## config.mk

```make
export PLATFORM = sky130hd
export DESIGN_NAME = led_bcd_scan_ctrl
export DESIGN_NICKNAME = d
export VERILOG_FILES = /design/src/rtl/led_pkg.sv /design/src/rtl/bin2bcd_seq.sv /design/src/rtl/led_bcd_scan_ctrl.sv
export SDC_FILE = /design/constraint.sdc
export NUM_CORES = 1
export LEC_CHECK = 0
export ABC_CLOCK_PERIOD_IN_PS = 3900
export BUFFER_PORTS_ARGS = -buffer_cell sky130_fd_sc_hd__buf_2
export CAP_MARGIN = 0
export CORE_ASPECT_RATIO = 1.2
export CORE_MARGIN = 10
export CORE_UTILIZATION = 32
export DETAILED_ROUTE_END_ITERATION = 10
export PLACE_DENSITY = 0.5
export SLEW_MARGIN = 20
export SYNTH_ARGS = -nofsm -noshare
export SYNTH_HDL_FRONTEND = slang
export SYNTH_SLANG_ARGS = --single-unit
export TNS_END_PERCENT = 50
```

## constraint.sdc

```tcl
create_clock -name clk_i -period 3.9 [get_ports clk_i]
set_clock_uncertainty 0.1 [all_clocks]
set_input_delay 0.39 -clock clk_i [delete_from_list [all_inputs] [get_ports clk_i]]
set_output_delay 0.39 -clock clk_i [all_outputs]
set_load 0.01 [all_outputs]
```

## src/rtl/led_pkg.sv

```systemverilog
// Shared types and elaboration helpers for the BCD scan display controller.
package led_pkg;

   typedef enum logic [1:0] {
      ST_IDLE   = 2'd0,
      ST_SHIFT  = 2'd1,
      ST_COMMIT = 2'd2
   } state_e;

   localparam int DIGITS_DEF = 8;
   localparam int BCD_W      = 4 * DIGITS_DEF;

   // ceil(log2(v)), valid for 1 <= v <= 2**31
   function automatic int clog2(input int v);
      int r;
      r = 0;
      for (int i = 0; i < 31; i++)
         if ((32'd1 << i) < v) r = i + 1;
      return r;
   endfunction

   function automatic longint unsigned pow10(input int n);
      longint unsigned r;
      r = 64'd1;
      for (int i = 0; i < n; i++) r = r * 64'd10;
      return r;
   endfunction

   function automatic int bcd_w(input int digits);
      return 4 * digits;
   endfunction

endpackage

```

## src/rtl/bin2bcd_seq.sv

```systemverilog
// Sequential shift-add-3 binary to BCD converter, one input bit per clock.
module bin2bcd_seq
   import led_pkg::*;
#(
   parameter int DATA_W = 21,
   parameter int DIGITS = 8
) (
   input  logic                  clk_i,
   input  logic                  rst_i,
   input  logic                  load_i,
   input  logic                  shift_i,
   input  logic [DATA_W-1:0]     data_i,
   output logic [4*DIGITS-1:0]   bcd_o,
   output logic                  done_o
);

   localparam int BW    = bcd_w(DIGITS);
   localparam int WW    = BW + DATA_W;
   localparam int CNT_W = clog2(DATA_W + 1);

   logic [WW-1:0]    work_q, work_d, adj;
   logic [CNT_W-1:0] cnt_q, cnt_d;

   // add 3 to every BCD nibble >= 5 before the shift
   always_comb begin
      adj = work_q;
      for (int i = 0; i < DIGITS; i++)
         if (work_q[DATA_W+4*i +: 4] >= 4'd5)
            adj[DATA_W+4*i +: 4] = work_q[DATA_W+4*i +: 4] + 4'd3;
   end

   // load / shift next-state; bit count stops at zero
   always_comb begin
      work_d = work_q;
      cnt_d  = cnt_q;
      if (load_i) begin
         work_d = {{BW{1'b0}}, data_i};
         cnt_d  = CNT_W'(DATA_W - 1);
      end else if (shift_i) begin
         work_d = adj << 1;
         if (cnt_q != '0) cnt_d = cnt_q - CNT_W'(1);
      end
   end

   // work register and bit counter
   always_ff @(posedge clk_i or posedge rst_i) begin
      if (rst_i) begin
         work_q <= '0;
         cnt_q  <= '0;
      end else begin
         work_q <= work_d;
         cnt_q  <= cnt_d;
      end
   end

   // the shift issued while the count is zero is the last one
   assign done_o = shift_i && (cnt_q == '0);
   assign bcd_o  = work_q[WW-1 -: BW];

endmodule

```

## src/rtl/led_bcd_scan_ctrl.sv

```systemverilog
// 8-digit 7-segment scan controller: valid/ready intake, sequential BCD
// conversion, atomic display register update, digit scan with leading-zero blanking.
module led_bcd_scan_ctrl
   import led_pkg::*;
#(
   parameter int DATA_W     = 21,
   parameter int DIGITS     = 8,
   parameter int SCAN_DIV_W = 15,
   parameter int BLANK_LZ   = 1
) (
   input  logic              clk_i,
   input  logic              rst_i,
   input  logic              in_valid_i,
   input  logic [DATA_W-1:0] in_data_i,
   output logic              in_ready_o,
   output logic              busy_o,
   output logic              disp_update_o,
   output logic [DIGITS-1:0] digit_sel_o,
   output logic [3:0]        digit_val_o,
   output logic              digit_blank_o
);

   localparam int BW     = bcd_w(DIGITS);
   localparam int IDX_W  = clog2(DIGITS);
   localparam int SCAN_W = SCAN_DIV_W + IDX_W;

   // the largest input must fit in the available decimal digits
   if (((64'd1 << DATA_W) - 64'd1) >= pow10(DIGITS)) begin : g_range_chk
      $error("led_bcd_scan_ctrl: DATA_W too wide for DIGITS");
   end

   state_e            state_q, state_d;
   logic              load, shift, commit, conv_done;
   logic [BW-1:0]     bcd;
   logic [BW-1:0]     disp_q;
   logic              upd_q;
   logic [SCAN_W-1:0] scan_q;
   logic [IDX_W-1:0]  idx;
   logic [DIGITS-1:0] sel_d, sel_q;
   logic [3:0]        val_d, val_q;
   logic              blank_d, blank_q;

   bin2bcd_seq #(
      .DATA_W (DATA_W),
      .DIGITS (DIGITS)
   ) u_conv (
      .clk_i   (clk_i),
      .rst_i   (rst_i),
      .load_i  (load),
      .shift_i (shift),
      .data_i  (in_data_i),
      .bcd_o   (bcd),
      .done_o  (conv_done)
   );

   // FSM state register
   always_ff @(posedge clk_i or posedge rst_i) begin
      if (rst_i) state_q <= ST_IDLE;
      else       state_q <= state_d;
   end

   // FSM next state and handshake/control outputs
   always_comb begin
      state_d    = state_q;
      in_ready_o = 1'b0;
      busy_o     = 1'b0;
      load       = 1'b0;
      shift      = 1'b0;
      commit     = 1'b0;
      unique case (state_q)
         ST_IDLE: begin
            in_ready_o = 1'b1;
            if (in_valid_i) begin
               load    = 1'b1;
               state_d = ST_SHIFT;
            end
         end
         ST_SHIFT: begin
            busy_o = 1'b1;
            shift  = 1'b1;
            if (conv_done) state_d = ST_COMMIT;
         end
         ST_COMMIT: begin
            busy_o  = 1'b1;
            commit  = 1'b1;
            state_d = ST_IDLE;
         end
         default: state_d = ST_IDLE;
      endcase
   end

   // display register only changes in COMMIT so the scan never mixes values
   always_ff @(posedge clk_i or posedge rst_i) begin
      if (rst_i) begin
         disp_q <= '0;
         upd_q  <= 1'b0;
      end else begin
         upd_q <= commit;
         if (commit) disp_q <= bcd;
      end
   end

   // free-running scan counter, wraps silently
   always_ff @(posedge clk_i or posedge rst_i) begin
      if (rst_i) scan_q <= '0;
      else       scan_q <= scan_q + SCAN_W'(1);
   end

   assign idx = scan_q[SCAN_W-1 -: IDX_W];

   // select, value and blank for the current digit index
   always_comb begin
      sel_d      = '0;
      sel_d[idx] = 1'b1;
      val_d      = disp_q[{idx, 2'b00} +: 4];
      blank_d    = (BLANK_LZ != 0) && (idx != '0) && ((disp_q >> {idx, 2'b00}) == '0);
   end

   // register all three together so they change on the same edge
   always_ff @(posedge clk_i or posedge rst_i) begin
      if (rst_i) begin
         sel_q   <= DIGITS'(1);
         val_q   <= '0;
         blank_q <= 1'b0;
      end else begin
         sel_q   <= sel_d;
         val_q   <= val_d;
         blank_q <= blank_d;
      end
   end

   assign disp_update_o = upd_q;
   assign digit_sel_o   = sel_q;
   assign digit_val_o   = val_q;
   assign digit_blank_o = blank_q;

endmodule

```

* Word-level counts from Yosys, hierarchy flattened
Cells that the tools add are included.
** Cells by class
- Reduce and logical (&&, ||, !) cells :: 13
- Shift operators :: 2
- Order comparisons :: 10
- Eq/ne operators :: 4
- $add $sub $neg :: 10
- Muxes and demuxes :: 24
** Operators by type and width (count)
- $mux 53 :: 2
- $ge 4x3->1 const B :: 8
- $logic_not 32->1 :: 1
- $shiftx 32x6->4 :: 1
- $shr 32x5->32 :: 1
- $add 4x2->4 const B :: 7
- $mux 4 :: 7
- $add 18x1->18 const B :: 1
- $mux 5 :: 3
- $mux 1 :: 7
- $logic_not 5->1 :: 1
- $reduce_bool 5->1 :: 1
- $sub 5x1->5 const B :: 1
- $lt 3x4->1 const B :: 1
- $mux 2 :: 2
- $ne 2x2->1 const B :: 2
- $pmux 2 s2 :: 1
- $reduce_and 2->1 :: 2
- $reduce_bool 2->1 :: 2
- $add 3x2->3 const B :: 1
- $demux 1 s3 :: 1
- $ge 3x1->1 const B :: 1
- $logic_and 1x1->1 :: 3
- $mux 3 :: 1
- other kinds (5) :: 5
** Storage, ports and cells
- Input port bits :: 24
- Word-level logic and storage cells :: 72
- Register bits :: 124

* Longest topological paths before layout
Gate-level depths: netlist of run 1.
- Depth in word-level cells :: 5
- Mapped depth :: 8
- Mapped depth without buffers :: 7

* Hierarchy
Synthesis of run 1 repeated with hierarchy kept, for this count alone.
** Unflattened totals
- Cell total of the unflattened synthesis :: 575
- Area, all modules :: 6173.4 um^2
** By module, submodules not included
- bin2bcd_seq :: cells each 343, seq. area each 1451.4 um^2, area each 3218.1 um^2, instances 1
- led_bcd_scan_ctrl :: cells each 232, seq. area each 1652.8 um^2, area each 2955.3 um^2, instances 1

* Worst setup path after synthesis of run 1
Ideal clock, no wire load.
- Path kind :: register to register
- Start point :: reg state_q[1]
- End point :: reg u_conv.work_q[21]
- Slack :: 2034 ps
- Buffers on the path :: 2
- Arrival :: 1634 ps
- Period minus slack after synthesis :: 1866 ps
- Cell stages (with the launch flop) :: 7
- Library setup time :: 132 ps
- Path through :: dfrtp_1 -> inv_1 -> ha_1 -> clkbuf_1 -> buf_1 -> mux2i_1 -> nor2_1
** Between the ends
- Cells in the longest elaborated chain, start to end :: 3
- Elaborated cells on any way between the ends :: 6
- Those cells by class :: 1 x eq/ne; 3 x mux; 2 x reduce/logical
** Ends and longest elaborated chain
- start: declaration :: line led_bcd_scan_ctrl.sv:32 : state_e state_q, state_d;
- start signal: assignment :: line led_bcd_scan_ctrl.sv:59 : else state_q <= state_d;
- $eq 2x1->1 / $logic_not 2->1 (equally long branches) :: line led_bcd_scan_ctrl.sv:70 : unique case (state_q)
- $mux 1 :: line led_bcd_scan_ctrl.sv:70
- $reduce_bool 2->1 (no line) / $mux 53 (equally long branches)
- end signal: assignment :: line bin2bcd_seq.sv:51 : work_q <= work_d;
- end: declaration :: line bin2bcd_seq.sv:21 : logic [WW-1:0] work_q, work_d, adj;
Several ways; a longest one is shown, not always the timed one.
A chain may end at the register's enable or synchronous reset.

* Final worst setup path of run 1
- Start point :: reg scan_q[17]
- End point :: reg blank_q, in the netlist digit_blank_o
** Between the ends
- Cells in the longest elaborated chain, start to end :: 3
- Elaborated cells on any way between the ends :: 4
- Those cells by class :: 1 x shift; 3 x reduce/logical
** Ends and longest elaborated chain
- start: declaration :: line led_bcd_scan_ctrl.sv:37 : logic [SCAN_W-1:0] scan_q;
- start signal: assignment :: line led_bcd_scan_ctrl.sv:106 : else scan_q <= scan_q + SCAN_W'(1);
- $shr 32x5->32 :: line led_bcd_scan_ctrl.sv:116 : blank_d = (BLANK_LZ != 0) && (idx != '0) && ((disp_q >> {idx, 2'b00}) == '0);
- $logic_not 32->1 :: line led_bcd_scan_ctrl.sv:116
- $logic_and 1x1->1 (*) :: line led_bcd_scan_ctrl.sv:116
- named net blank_d :: line led_bcd_scan_ctrl.sv:41 : logic blank_d, blank_q;
- end signal: assignment :: line led_bcd_scan_ctrl.sv:128 : blank_q <= blank_d;
- end: declaration :: line led_bcd_scan_ctrl.sv:41
Mark *: on every way through the listed nets, which the timed path passes. The rest lies on a longest branch.

==> reports/qor.csv, run 1 <==
stage,metric,value,unit
synthesis,yosysWarnings,0,
global_route,grtUsageTotal,10.40,%
status,run_status,completed,
die,fp.dieW,145.2,um
global_route,overflow,0,
sta,worst_pin_slew,0.9054,ns
placed_design,hpwl,8253,um
global_route,grt_max_degree,69,
critical_path,cp.required,4.11,ns
cells_and_area,utilization,38.29,%
job,maxCapViolCount,0,
critical_path,cp.arrival,2.61,ns
synthesis,synth_ff_type,dfrtp_1,
cells_and_area,final_layout_size_suffix_gt1_share,19.79,%
clock_tree,cts_root_buffer,clkbuf_16,
sta,maxSlewViolCount,0,
clock_tree,numCtsBuffers,17,
critical_path,critPathMaxFanout,24,
synthesis,synth_edf_count,0,
clock_tree,insertion_delay,0.41,ns
synthesis,synth_area,6015,um^2
synthesis,synth_top_area_cell,dfrtp_1,
synthesis,yosysMostFrequentCell,dfrtp_1,
power,ir_worst_vdd,0.4032,mV
sta,setup_violations,0,
routing,via_count,4004,
clock_tree,cts_resized,0,
global_route,antenna_found_initial,0,
critical_path,crit_type,reg2reg,
synthesis,ys_ff_latch,124,
clock_tree,clk_pin_slew,0.05,ns
synthesis,ys_async_sr_fraction,100.0,%
synthesis,yosysUniqueCellTypes,41,
critical_path,critPathCaptureType,flip-flop,
die,row_count,54,
placed_design,io_buffers,39,
synthesis,synth_fp_nets,582,
synthesis,yosysTopAreaCellShare,51.18,%
sta,finalCriticalPeriod,2.398,ns
die,start_util,32.85,%
power,power_leakage,3.315,nW
routing,antenna_left,0,
min_path,hold_class,in2async,
routing,via_per_inst,4.807,
placed_design,gp_congestion,0.7814,
die,die_h,170.2,um
routing,routedWlPerCell,14.84,um
cells_and_area,fillCellCount,1793,
cells_and_area,antenna_cells,0,
routing,dr.pass1.iters,4,
synthesis,ys_top_cells_by_area,"dfrtp_1 51%, mux2_2 6.6%, mux2i_1 5.8%, ha_1 4.4%, xnor2_1 3.9%",
die,core,18310,um^2
clock_tree,clk_path_buf_depth,2,
sta,fin_ws,1.502,ns
routing,drc_errors,0,
clock_tree,hold_buffers,0,
clock_tree,clkSinkCount,124,
sta,rsz0062_at_grt,no,
routing,drtIter0Drc,180,
cells_and_area,area_growth,16.58,%
critical_path,setup.worst_path.start_class,flip-flop,
clock_tree,cts_tree,yes,
sta,slew_headroom,39.08,%
placed_design,place_ws,1.535,ns
routing,drt_wl_total,12360,um
die,ios,40,
sta,finalHoldViolCount,0,
synthesis,synth_top_cells_by_count,"123 x dfrtp_1, 50 x nand2_1, 37 x o21ai_0",
synthesis,ys_seq_area_share,51.61,%
global_route,grt_pass1_wl,21260,um
synthesis,synthCells,537,
sta,setup-tns-final,0,ns
global_route,grt_pass1_vias,4222,
cells_and_area,nNetsFinal,614,
sta,fmax,417.0,MHz
clock_tree,cts_max_level,4,
power,power-per-cell-area,645.8,nW/um^2
die,dieArea,24700,um^2
critical_path,rr_worst_depth,5,
sta,fin_crit_sh,61.50,%
synthesis,syn_avg_cell_area,11.20,um^2
clock_tree,postCtsSetupRepairBufs,0,
==> through the flow <==
step | total power (W) | instance area, um^2 | hold slack [ns] | cells
4_1_cts | 0.004586 | 7010 | 0.06713 | 833
3_3_place_gp | 0.003040 | 6455 | 0.3532 | 802
6_report | 0.004528 | 7012 | 0.06178 | 833
5_1_grt | 0.004837 | 7012 | 0.08452 | 833
2_1_floorplan | 0.002745 | 6015 | 0.3380 | 537
3_5_place_dp | 0.003089 | 6455 | 0.3596 | 802
==> routing by layer <==
metal,track usage [%],routed length [um],up-vias
li1,-,-,1943
met1,12.98,5756,1970
met2,16.47,5923,79
met3,3.449,536,12
met4,3.873,143,0
met5,0,0,-
==> flip-flops by register name (all words and copies together) (netlist names) <==
register / count
digit_blank_o: 1
digit_val_o: 4
disp_q: 32
scan_q: 18
disp_update_o: 1
digit_sel_o: 8
u_conv.work_q: 53
u_conv.cnt_q: 5
state_q: 2
==> logic make-up (layout without fill, tap and decap cells) <==
group           Yosys count  count (layout)  synth area share (%)
compound gates           88              88                 8.321
xor+xnor                 31              31                 4.514
fa+ha+maj                21              21                 4.369
buf+inv                  55              99                 3.744
flops                   124             124                 51.61
mux                      79              79                 16.00
simple gates            139             139                 11.44
==> cell type report <==
class	instances	area [um^2]	area share, %
repair buffers	43	250.2	3.569
inverters	25	96.34	1.374
flip-flops and latches	124	3104	44.27
clock buffers	24	491.7	7.013
well taps	252	315.3	4.497
multi-input cells	358	2690	38.37
clock inverters	7	63.81	0.9101
==> critical path, cell delays in order (launching register included) <==
cell     delay [ns]
dfrtp_1        0.87
mux4_1         0.63
mux2_2         0.31
nor3_2         0.17
nand3_1        0.09
nor4_2         0.13
==> placed cells by master, fill, tap and decap left out, types with 2 or more instances in the layout <==
cell and count:
inv_1 24, clkbuf_16 17, clkinv_2 5, mux2_2 35
nand3_1 22, xor2_1 4, nand2_1 50, a211oi_1 2
o31ai_1 2, nand2b_1 11, mux4_1 6, buf_12 2
nor2_1 23, mux2i_1 35, xnor2_1 27, nor4_1 7
nor4b_1 2, dfrtp_1 123, nor3b_1 5, and3_1 6
o21ai_0 37, a21o_1 6, nor3_1 2, mux4_2 2
and4_1 4, clkbuf_1 3, buf_2 39, o211ai_1 6
ha_1 20, buf_4 2, a21oi_1 30, nand4_1 2
clkbuf_8 4
==> worst paths after layout <==
kind                                from           endpoint  slack, ns
setup / recovery              scan_q[17]      digit_blank_o       1.50
hold / removal                     rst_i   u_conv.work_q[6]       0.06
setup reg to reg              scan_q[17]      digit_blank_o       1.50
hold reg to reg                scan_q[5]          scan_q[5]       0.36
max in group asynchronous          rst_i  u_conv.work_q[35]       2.83
min in group clk_i         in_data_i[17]  u_conv.work_q[17]       0.08
==> report_power, final <==
group	switching [W]	internal [W]	total, W
Clock	0.000537	0.000935	0.00147
Sequential	0.000221	0.00156	0.00179
Combinational	0.000693	0.000578	0.00127
Total	0.00145	0.00308	0.00453
(Power assumes the default switching activity.)
==> run 2: changes to the inputs <==
- ABC_CLOCK_PERIOD_IN_PS: 3900 -> 1900
- clock period: 3.9 -> 1.9 ns (I/O delays scaled with it)
==> run 2 against run 1 <==
  * The run now ends with setup timing left
  * Setup slack got worse by 1.5 ns
  * Non-clock buffer count rose by 43
  * Sequential power up 110%
  * Wire length is 0.59% higher
  * Maximum frequency up 24%
  * Via count up 3.5%
  * Final cell count up 5.3%
  * Sequential share of layout area fell by 3.0 points
  * Sequential cell count unchanged
  * Global-route usage is 0.24 points higher
==> reports/qor.csv, run 2 (same netlist as run 1, synthesis figures left out) <==
stage,metric,value,unit,change
cells_and_area,nNetsFinal,657,,+7.0%
routing,drtIter0Drc,183,,+1.7%
placed_design,place_ws,-0.1563,ns,-1.691 ns
cells_and_area,fillCellCount,1748,,-2.5%
cells_and_area,top_regs,"u_conv.work_q x53, disp_q x32, scan_q x18",,
sta,setup-tns-final,-0.03198,ns,-0.03198 ns
die,dieArea,24700,um^2,unchanged
cells_and_area,final_layout_size_suffix_gt1_share,22.88,%,+3.1 points
global_route,grtUsageTotal,10.64,%,+0.24 points
clock_tree,cts_root_buffer,clkbuf_16,,
sta,fin_ws,-0.03198,ns,-1.534 ns
critical_path,setup.worst_path.start_class,flip-flop,,
sta,setup_violations,1,,+1
cells_and_area,antenna_cells,0,,unchanged
critical_path,crit_path_start,scan_q[17],,
sta,rsz0062_at_grt,yes,,
cells_and_area,multi_input_area,2698,um^2,+0.28%
clock_tree,insertion_delay,0.41,ns,about the same
clock_tree,numCtsBuffers,17,,unchanged
routing,via_count,4146,,+3.5%
die,ios,40,,unchanged
power,power_leakage,3.533,nW,+6.6%
status,violations,setup timing,,
clock_tree,clkSinkCount,124,,unchanged
critical_path,rr_worst_depth,5,,unchanged
critical_path,critPathMaxFanout,7,,-71%
global_route,grt_pass1_vias,4343,,+2.9%
die,core,18310,um^2,unchanged
routing,highest_layer,met4,,
critical_path,critPathCaptureType,flip-flop,,
die,row_count,54,,unchanged
critical_path,cp.arrival,2.15,ns,-0.46 ns
critical_path,r2r_end,digit_blank_o,,
critical_path,r2r-start,scan_q[17],,
cells_and_area,area_growth,24.98,%,
critical_path,reg2reg_slack,-0.03,ns,-1.53 ns
critical_path,crit_type,reg2reg,,
routing,wl_met1,5817,um,+1.1%
cells_and_area,utilization,41.06,%,+2.8 points
sta,finalHoldViolCount,0,,unchanged
routing,routedWlPerCell,14.18,um,-4.5%
power,power-per-cell-area,1328,nW/um^2,+110%
sta,maxSlewViolCount,0,,unchanged
global_route,antenna_found_initial,0,,unchanged
global_route,grt_pass1_wl,21770,um,+2.4%
clock_tree,clk_pin_slew,0.05,ns,about the same
routing,drc_errors,0,,unchanged
status,run_status,"finished, violations left",,
placed_design,io_buffers,39,,unchanged
cells_and_area,final_cell_mix,"122 x dfrtp_1, 50 x nand2_1, 39 x buf_2",,
routing,antenna_left,0,,unchanged
sta,fmax,517.6,MHz,+24%
routing,via_per_inst,4.727,,-1.6%
clock_tree,cts_tree,yes,,
clock_tree,postCtsSetupRepairBufs,0,,unchanged
min_path,hold_class,in2async,,
sta,fin_crit_sh,101.7,%,+40 points
placed_design,gp_congestion,0.7884,,+0.90%
clock_tree,clk_path_buf_depth,2,,unchanged
sta,slew_headroom,67.13,%,+28 points
cells_and_area,largest_reg_flops,53,,unchanged
die,start_util,32.85,%,unchanged
global_route,overflow,0,,unchanged
routing,dr.pass1.iters,4,,unchanged
cells_and_area,regMostFlops,u_conv.work_q,,
cells_and_area,final_common_cell,dfrtp_1,,
job,maxCapViolCount,0,,unchanged
placed_design,hpwl,8588,um,+4.1%
sta,worst_pin_slew,0.4925,ns,-0.4128 ns
die,fp.dieW,145.2,um,unchanged
routing,drt_wl_total,12430,um,+0.59%
sta,finalCriticalPeriod,1.932,ns,-0.4664 ns
critical_path,setup.worst_path.end,digit_blank_o,,
routing,met2_length,6073,um,+2.5%
die,die_h,170.2,um,unchanged
clock_tree,cts_max_level,4,,unchanged
power,fin_total_pwr,0.009985,W,+120%
routing,met3WireLength,398,um,-26%
cells_and_area,seq_area,3105,um^2,about the same
critical_path,cp.required,2.12,ns,-1.99 ns
global_route,grt_max_degree,87,,+26%
power,ir_worst_vdd,0.7653,mV,+90%
-- run 2: changes by cell type in the layout (fill, tap and decap cells not counted), sizes merged --
cell	previous run	this run
inv	25	24
clkinv	6	2
dlygate4sd3	0	23
bufinv	1	4
clkinvlp	0	5
buf	43	63
clkbuf	24	22
-- run 2: cell type report --
cell class	count	share of cell area [%]
Timing Repair Buffer	86	8.605
Clock buffer	22	6.575
Clock inverter	10	2.130
Tap cell	252	4.194
Inverter	25	1.298
Sequential cell	124	41.31
Multi-Input combinational cell	358	35.89
-- run 2: worst min path at each step --
stage	start	to	slack, ns	cells past startpoint
2_1_floorplan	in_data_i[0]	u_conv.work_q[0]	0.21	2
3_3_place_gp	rst_i	u_conv.work_q[48]	0.27	3
3_5_place_dp	rst_i	u_conv.work_q[50]	0.27	3
4_1_cts	scan_q[14]	scan_q[14]	0.37	1
5_1_grt	scan_q[14]	scan_q[14]	0.39	1
6_report	rst_i	u_conv.work_q[48]	0.35	4
-- run 2: metrics by stage --
step	instances	area, um^2	hold WS, ns
6_report	877	7517	0.3482
4_1_cts	877	7508	0.3706
3_3_place_gp	822	6619	0.2713
3_5_place_dp	822	6619	0.2688
2_1_floorplan	537	6018	0.2068
5_1_grt	877	7517	0.3907
-- run 2: routing by layer --
metal / vias up / global-route usage, %
li1: 2021 / -
met1: 2045 / 12.98
met2: 68 / 17.21
met3: 12 / 3.104
met4: 0 / 4.710
met5: - / 0
-- run 2: power breakdown --
group,switching (W),internal [W]
clock network,0.00116,0.00236
registers,0.000461,0.00321
logic,0.00143,0.00136
-- run 2: critical path: stages (launching register included) --
cell and delay [ns]:
dfrtp_2 0.47, mux4_1 0.57, mux2_2 0.30, nor3_2 0.15, nand3_1 0.10, nor4_2 0.14
-- run 2: what timing repair did --
| action | 4_1_cts | 5_1_grt |
|---|---|---|
| hold buffers | 23 | 0 |
| setup endpoints to repair | 1 | 6 |
| pin swaps | 0 | 0 |
| hold endpoints to repair | 146 | 0 |
| gates resized for setup | 2 | 3 |
